## config.mk

```make
export PLATFORM = sky130hd
export DESIGN_NAME = reg_scoreboard
export DESIGN_NICKNAME = d
export VERILOG_FILES = /design/src/rtl/reg_scoreboard.sv
export SDC_FILE = /design/constraint.sdc
export NUM_CORES = 1
export LEC_CHECK = 0
export ABC_CLOCK_PERIOD_IN_PS = 4200
export CAP_MARGIN = 20
export CORE_ASPECT_RATIO = 0.8
export CORE_MARGIN = 4
export CORE_UTILIZATION = 56
export CTS_CLUSTER_DIAMETER = 30
export CTS_CLUSTER_SIZE = 8
export DETAILED_ROUTE_END_ITERATION = 8
export HOLD_SLACK_MARGIN = 0.1
export PLACE_DENSITY_LB_ADDON = 0.05
export SLEW_MARGIN = 20
export SYNTH_ARGS = -nofsm -noshare
export SYNTH_HDL_FRONTEND = slang
export SYNTH_SLANG_ARGS = --single-unit
```

## constraint.sdc

```tcl
create_clock -name clk -period 4.2 [get_ports clk]
set_clock_uncertainty 0.05 [all_clocks]
set_input_delay 0.84 -clock clk [delete_from_list [all_inputs] [get_ports clk]]
set_output_delay 0.84 -clock clk [all_outputs]
set_load 0.02 [all_outputs]
```

## src/rtl/reg_scoreboard.sv

```systemverilog
// Register-hazard scoreboard for the Read stage: per-GPR pending-write counters, issue grant/stall, flush drain.
// Optional build macro SCOREBOARD_WB_BYPASS_EN lets a source retiring its last pending write this cycle read as free.
module reg_scoreboard #(
  parameter int NUM_REGS = 16,
  parameter int IDX_W    = 4,
  parameter int CNT_W    = 2
) (
  input  logic                clk,
  input  logic                reset,
  input  logic                issue_req,
  input  logic [IDX_W-1:0]    src1_idx,
  input  logic                src1_valid,
  input  logic [IDX_W-1:0]    src2_idx,
  input  logic                src2_valid,
  input  logic [IDX_W-1:0]    dst_idx,
  input  logic                dst_valid,
  input  logic                dst_special_valid,
  input  logic                wb_valid,
  input  logic [IDX_W-1:0]    wb_idx,
  input  logic                wb_special_valid,
  input  logic                flush,
  output logic                issue_grant,
  output logic                stall_out,
  output logic [NUM_REGS-1:0] busy_vec,
  output logic                draining,
  output logic                err_underflow
);

  localparam int RAX_IDX = 0;
  localparam int RDX_IDX = 2;
  localparam logic [CNT_W-1:0] CNT_MAX = '1;
  localparam logic [CNT_W-1:0] CNT_ONE = CNT_W'(1);

  typedef enum logic {RUN, DRAIN} state_t;

  state_t            state_q;
  logic [CNT_W-1:0]  cnt_q [NUM_REGS];
  logic [CNT_W-1:0]  cnt_d [NUM_REGS];
  logic              err_q;

  logic [NUM_REGS-1:0] wr_mask;
  logic [NUM_REGS-1:0] ret_mask;
  logic [NUM_REGS-1:0] raw_busy;
  logic [NUM_REGS-1:0] sat_vec;
  logic [NUM_REGS-1:0] udf_vec;
  logic                raw_hazard;
  logic                sat_hazard;
  logic                all_idle;

  genvar gi;
  generate
    for (gi = 0; gi < NUM_REGS; gi++) begin : g_reg
      logic inc;
      logic dec;

      // RDX:RAX pair writes/retires both halves together
      assign wr_mask[gi]  = (dst_valid && (dst_idx == IDX_W'(gi))) ||
                            (dst_special_valid && (gi == RAX_IDX || gi == RDX_IDX));
      assign ret_mask[gi] = (wb_valid && (wb_idx == IDX_W'(gi))) ||
                            (wb_special_valid && (gi == RAX_IDX || gi == RDX_IDX));

      assign busy_vec[gi] = (cnt_q[gi] != '0);
`ifdef SCOREBOARD_WB_BYPASS_EN
      // Register file writes before it reads, so the final retiring write is visible now
      assign raw_busy[gi] = busy_vec[gi] && !(ret_mask[gi] && (cnt_q[gi] == CNT_ONE));
`else
      assign raw_busy[gi] = busy_vec[gi];
`endif
      assign sat_vec[gi]  = wr_mask[gi] && (cnt_q[gi] == CNT_MAX);
      assign udf_vec[gi]  = ret_mask[gi] && !busy_vec[gi];

      assign inc = issue_grant && wr_mask[gi];
      assign dec = ret_mask[gi] && busy_vec[gi];

      always_comb begin
        cnt_d[gi] = cnt_q[gi];
        case ({inc, dec})
          2'b10:   cnt_d[gi] = cnt_q[gi] + CNT_ONE;
          2'b01:   cnt_d[gi] = cnt_q[gi] - CNT_ONE;
          default: cnt_d[gi] = cnt_q[gi];
        endcase
      end

      always_ff @(posedge clk or posedge reset) begin
        if (reset) begin
          cnt_q[gi] <= '0;
        end else begin
          cnt_q[gi] <= cnt_d[gi];
        end
      end
    end
  endgenerate

  assign raw_hazard = (src1_valid && raw_busy[src1_idx]) ||
                      (src2_valid && raw_busy[src2_idx]);
  assign sat_hazard = |sat_vec;
  assign all_idle   = ~|busy_vec;

  assign issue_grant   = issue_req && (state_q == RUN) && !flush && !raw_hazard && !sat_hazard;
  assign stall_out     = issue_req && !issue_grant;
  assign draining      = (state_q == DRAIN);
  assign err_underflow = err_q;

  // Leaving DRAIN waits one cycle after the counters are seen empty; a repeat flush holds DRAIN
  always_ff @(posedge clk or posedge reset) begin
    if (reset) begin
      state_q <= RUN;
    end else begin
      case (state_q)
        RUN:     if (flush) state_q <= DRAIN;
        DRAIN:   if (all_idle && !flush) state_q <= RUN;
        default: state_q <= RUN;
      endcase
    end
  end

  always_ff @(posedge clk or posedge reset) begin
    if (reset) begin
      err_q <= 1'b0;
    end else if (|udf_vec) begin
      err_q <= 1'b1;
    end
  end

endmodule

```

==> results of run 1 <==
Yosys cell counts, types with 7 or more instances:
library cell	instances	area, µm²
nand2_1	9	33.78
nor2_1	34	127.6
ha_1	16	200.2
inv_1	15	56.30
xnor2_1	32	280.3
xor2_1	16	140.1
mux4_2	8	180.2
nand3_1	21	105.1
nor3_1	16	80.08
dfrtp_1	34	850.8
nand4_1	11	68.82
a21oi_1	7	35.03
layer usage:
metal,GRT usage (%),vias to the layer above,part of all wire (%)
met4,7.909,0,1.7
met1,37.31,1177,43
met3,6.888,16,11
met2,39.22,147,44
li1,-,1150,-
met5,0,-,0
metrics by stage:
step,setup WS [ns],hold WS (ns)
6_report,0.2649,0.4481
5_1_grt,0.1723,0.4610
4_1_cts,0.02195,0.4446
3_5_place_dp,-0.009774,0.4303
3_3_place_gp,0.06126,0.4301
2_1_floorplan,1.015,0.4064
cell families after synthesis:
family / share of synthesized area [%]
muxes: 7.146
AOI/OAI and AO/OA: 8.369
DFF: 31.97
xor gates and xnor gates: 15.80
adders and majority gates: 7.522
and+or+nand+nor: 24.82
buffers and inverters: 4.372
area by class of cell:
class                      count  area, µm²  area share [%]
multi-input combinational    229       1694           50.07
sequential                    34      850.8           25.15
timing repair buffer          58      549.3           16.24
clock buffer                   6      82.58           2.441
tap                           60      75.07           2.219
inverter                      19      71.32           2.108
clock inverter                 2      60.06           1.775
flip-flops by register name (all words and copies together), names as in the netlist:
register / cells
cnt_q: 32
draining: 1
err_underflow: 1
final timing paths:
kind                                          to  slack (ns)  cells past startpoint
setup / recovery                     issue_grant        0.26                      6
hold / removal             cnt_q[25]$_DFFE_PP0P_        0.45                      1
min in group asynchronous   cnt_q[8]$_DFFE_PP0P_        0.89                      3
setup reg to reg           cnt_q[25]$_DFFE_PP0P_        1.06                     11
hold reg to reg            cnt_q[25]$_DFFE_PP0P_        0.45                      1
max in group asynchronous  cnt_q[30]$_DFFE_PP0P_        2.89                      3
report_power, final:
| part | switching (W) | total (W) | internal, W |
|---|---|---|---|
| sequential | 0.000113 | 0.000516 | 0.000403 |
| combinational | 0.000398 | 0.000772 | 0.000374 |
| clock | 0.000139 | 0.000392 | 0.000253 |
| total | 0.000651 | 0.00168 | 0.00103 |
timing repair:
action,in CTS,in global routing
pin swaps,0,0
endpoints found under the setup margin,1,1
gates resized for setup,1,1
worst max-delay path, cell delays in order:
cell and delay, ns:
clkdlybuf4s50_1 0.57, mux4_2 0.52, o31a_1 0.24, a32oi_1 0.24, and4b_1 0.29, dlygate4sd2_1 0.35
==> results_dict.tcl, run 1 <==
set metrics [dict create \
    n_antenna_cell 0 \
    setup_viol 0 \
    layout_common_cells "clkdlybuf4s50_1, nor2_1, dfrtp_1, xnor2_1, nand3_1" \
    start_kind "input pin" \
    worst_pin_slew_ns 0.5311 \
    die-height_um 69.66 \
    num_rows 22 \
    wl_um 7440 \
    synth.yosys.seq_area_share_pct 31.97 \
    power_w 0.001680 \
    route.detailed.drc 0 \
    cts-hold-fix-buffers 0 \
    die_x_um 85.08 \
    endpoint_kind "primary output" \
    fin_cells 408 \
    placed_cells 400 \
    grt_pass1_vias 2478 \
    design_area_um2 3383 \
    syn-cell-area_um2 2661 \
    dpl_cell_area_um2 3239 \
    reg2reg_from "cnt_q[22]$_DFFE_PP0P_" \
    finalCritPeriodShare_pct 93.69 \
    area_growth_pct 27.13 \
    ir_worst_vdd_uv 344.7 \
    cts_made_buffers 5 \
    async_flop_share_pct 100.0 \
    coreArea_um2 4597 \
    mostFrequentLayoutCell "clkdlybuf4s50_1" \
    routedWlPerCell_um 18.24 \
    ys_ff_latch 34 \
    cts.path.max_buffers 2 \
    setup-tns-final_ns 0 \
    synthCells 289 \
    synth_edf_count 0 \
    status "finished clean" \
    grt.overflow.total 0 \
    num_io_pins 46 \
    io_buffers 45 \
    slew_violations 0 \
    viasPerCell 6.103 \
    drv_cap 0 \
    syn-num-nets 331 \
    grt_pass1_wl_um 12280 \
    cts.sinks 34 \
    critical_path.max_fanout 3 \
    power_density_nw_per_um2 496.7 \
    leakage_nw 1.490 \
    dp_hpwl_um 5766 \
    synthFlopType "dfrtp_1" \
    n_fill_cell 350 \
    slew_headroom_pct 64.46 \
    layout.nets 389 \
    min_from "cnt_q[25]$_DFFE_PP0P_" \
    cts_tree "yes" \
    drt_iter0_markers 257 \
    die-area_um2 5926 \
    track_usage_pct 26.31 \
    cts_max_level 2 \
    utilization_pct 73.60 \
    antenna_left 0 \
    cts_setup_buffers 0 \
    hold_class "flop to flop" \
    critPathKind "input pin to primary output" \
    period_needed_ns 3.935 \
    antenna_found_initial 0 \
    worstPathArrival_ns 3.05 \
    startpoint "src1_idx[2]" \
    synth_area_per_cell_um2 9.209 \
    cp.required_ns 3.31 \
    grt_max_degree 35 \
    max_freq_mhz 254.1 \
    yosysUniqueCellTypes 45 \
    firstDrtPassIters 5 \
    clkTransAtPathRegs_ns 0.08 \
    gp_congestion 0.9738 \
    grt_setup_unrepaired "no" \
    initial_utilization_pct 57.89 \
    ys_warn_count 0 \
    clock_latency_ns 0.30 \
    cts_root_buffer "clkbuf_8" \
    num_vias 2490 \
    drive_above_1_share_pct 11.49 \
    hold_violations 0 \
]
(Power assumes the default switching activity.)
==> inputs of run 2 (changes only) <==
--- a/config.mk
+++ b/config.mk
@@ -5,11 +5,11 @@
 export SDC_FILE = /design/constraint.sdc
 export NUM_CORES = 1
 export LEC_CHECK = 0
-export ABC_CLOCK_PERIOD_IN_PS = 4200
+export ABC_CLOCK_PERIOD_IN_PS = 4400
 export CAP_MARGIN = 20
 export CORE_ASPECT_RATIO = 0.8
 export CORE_MARGIN = 4
-export CORE_UTILIZATION = 56
+export CORE_UTILIZATION = 45
 export CTS_CLUSTER_DIAMETER = 30
 export CTS_CLUSTER_SIZE = 8
 export DETAILED_ROUTE_END_ITERATION = 8
==> constraint.sdc (replaced) <==
create_clock -name clk -period 4.4 [get_ports clk]
set_clock_uncertainty 0.05 [all_clocks]
set_input_delay 0.88 -clock clk [delete_from_list [all_inputs] [get_ports clk]]
set_output_delay 0.88 -clock clk [all_outputs]
set_load 0.02 [all_outputs]
==> run 2 against run 1 <==
Effect of this change:
- non-clock buffer count is 1 lower
- total power is 12% lower
- design area is 1.0% lower
- sequential power shrank 5.0%
- register-to-register slack improved by 0.19 ns
- via count decreased by 1.6%
- first-iteration DRC count fell by 25%
- global-route usage fell by 4.3 points
- sequential share of layout area grew 0.25 points
- sequential cell count did not move
- largest power group unchanged
==> results_dict.tcl, run 2 (synthesized netlist as in run 1, its figures left out) <==
set metrics [dict create \
    status "finished clean" \
    dp_hpwl_um 5858 \
    top_layer "met4" \
    worstPathArrival_ns 3.43 \
    routed-wl-met2_um 3425 \
    worst_pin_slew_ns 0.5672 \
    num_io_pins 46 \
    cts_setup_buffers 0 \
    mostFrequentLayoutCell "clkdlybuf4s50_1" \
    rr_worst_depth 11 \
    cp.required_ns 3.47 \
    cts_made_buffers 5 \
    die_x_um 93.98 \
    critPathKind "input pin to primary output" \
    utilization_pct 59.97 \
    num_rows 24 \
    r2r_slack_ns 1.25 \
    place_ws_ns 0.04740 \
    antenna_found_initial 0 \
    antenna_left 0 \
    power_density_nw_per_um2 441.2 \
    coreArea_um2 5585 \
    drv_cap 0 \
    cts_tree "yes" \
    slew_headroom_pct 62.05 \
    setup_ws_ns 0.03612 \
    num_vias 2449 \
    io_buffers 45 \
    grt.overflow.total 0 \
    initial_utilization_pct 47.65 \
    cts_max_level 2 \
    max_freq_mhz 229.2 \
    path_cells "clkdlybuf4s50_1 > mux4_2 > o31a_1 > a32oi_1 > and4b_1 > clkdlybuf4s50_1" \
    cts.sinks 34 \
    route.detailed.drc 0 \
    timing.rr.end "cnt_q[7]$_DFFE_PP0P_" \
    met1Wirelength_um 3462 \
    grt_pass1_wl_um 12390 \
    top_register "cnt_q" \
    routed-wl-met3_um 624 \
    grt_setup_unrepaired "no" \
    holdPathStages 1 \
    area_growth_pct 25.86 \
    viasPerCell 5.762 \
    layout_common_cells "clkdlybuf4s50_1, nor2_1, dfrtp_1, xnor2_1, nand3_1" \
    finalCritPeriodShare_pct 99.18 \
    critPathBufInv 2 \
    hold_violations 0 \
    crit_cells 6 \
    wl_um 7668 \
    grt_max_degree 35 \
    n_fill_cell 540 \
    layout.nets 388 \
    grt_pass1_vias 2429 \
    startpoint "src1_idx[2]" \
    endpoint_kind "primary output" \
    setup-tns-final_ns 0 \
    ir_worst_vdd_uv 205.5 \
    setup_viol 0 \
    n_antenna_cell 0 \
    die-area_um2 7216 \
    start_kind "input pin" \
    critPathTopFamily "buffers and inverters" \
    cp-endpoint "issue_grant" \
    period_needed_ns 4.364 \
    clkTransAtPathRegs_ns 0.07 \
    cts_root_buffer "clkbuf_8" \
    hold_class "flop to flop" \
    cpMostUsedCell "clkdlybuf4s50_1" \
    routedWlPerCell_um 18.04 \
    slew_violations 0 \
    die-height_um 76.79 \
    critical_path.max_fanout 4 \
    crit_path_max_incr_delay_ns 0.64 \
    min_from "cnt_q[9]$_DFFE_PP0P_" \
    cts-hold-fix-buffers 0 \
    gp_congestion 0.8951 \
    slowest_stage "clkdlybuf4s50_1" \
    cts-resized-gates 0 \
    track_usage_pct 21.97 \
    clock_latency_ns 0.30 \
    timing.hold.ws_ns 0.4413 \
    reg2reg_from "cnt_q[20]$_DFFE_PP0P_" \
    largest_reg_flops 32 \
    cts.path.max_buffers 2 \
    leakage_nw 1.448 \
    drive_above_1_share_pct 11.24 \
    drt_iter0_markers 194 \
    firstDrtPassIters 5 \
]
-- run 2: cell types whose count changed in the layout (fill, tap and decap cells not counted) --
cell | before | now
bufinv_16 | 2 | 0
clkdlybuf4s50_1 | 43 | 45
buf_4 | 13 | 12
clkinv_2 | 0 | 1
clkinvlp_4 | 0 | 1
dlygate4sd2_1 | 1 | 0
dlymetal6s2s_1 | 1 | 0
-- run 2: worst min path at each step --
| stage | end | slack, ns |
|---|---|---|
| 2_1_floorplan | cnt_q[25]$_DFFE_PP0P_ | 0.41 |
| 4_1_cts | cnt_q[9]$_DFFE_PP0P_ | 0.45 |
| 5_1_grt | cnt_q[25]$_DFFE_PP0P_ | 0.45 |
| 3_3_place_gp | cnt_q[11]$_DFFE_PP0P_ | 0.43 |
| 6_report | cnt_q[9]$_DFFE_PP0P_ | 0.44 |
| 3_5_place_dp | cnt_q[9]$_DFFE_PP0P_ | 0.43 |
-- run 2: where the power goes --
part	total [W]	leakage [nW]	switching, W	internal, W
combinational	0.000737	0.954	0.000384	0.000353
sequential	0.000490	0.447	0.000105	0.000385
clock	0.000251	0.0472	0.000125	0.000126
-- run 2: cell type report --
type / count / area, µm² / area share, %
Sequential cell: 34 / 850.8 / 25.40
Timing Repair Buffer: 57 / 540.5 / 16.14
Multi-Input combinational cell: 229 / 1694 / 50.58
Inverter: 19 / 71.32 / 2.129
Clock buffer: 6 / 82.58 / 2.465
Clock inverter: 2 / 12.51 / 0.3736
Tap cell: 78 / 97.59 / 2.914
-- run 2: stage by stage --
step,cell area [µm²],std cells,total power [W]
floorplan,2661,289,0.0009221
global placement,3254,417,0.001215
detailed placement,3254,417,0.001224
CTS,3349,425,0.001481
global route,3349,425,0.001565
finish,3349,425,0.001478
-- run 2: layer usage --
metal / vias up / GRT usage, %
li1: 1148 / -
met1: 1151 / 31.01
met2: 133 / 32.96
met3: 17 / 5.284
met4: 0 / 7.215
met5: - / 0
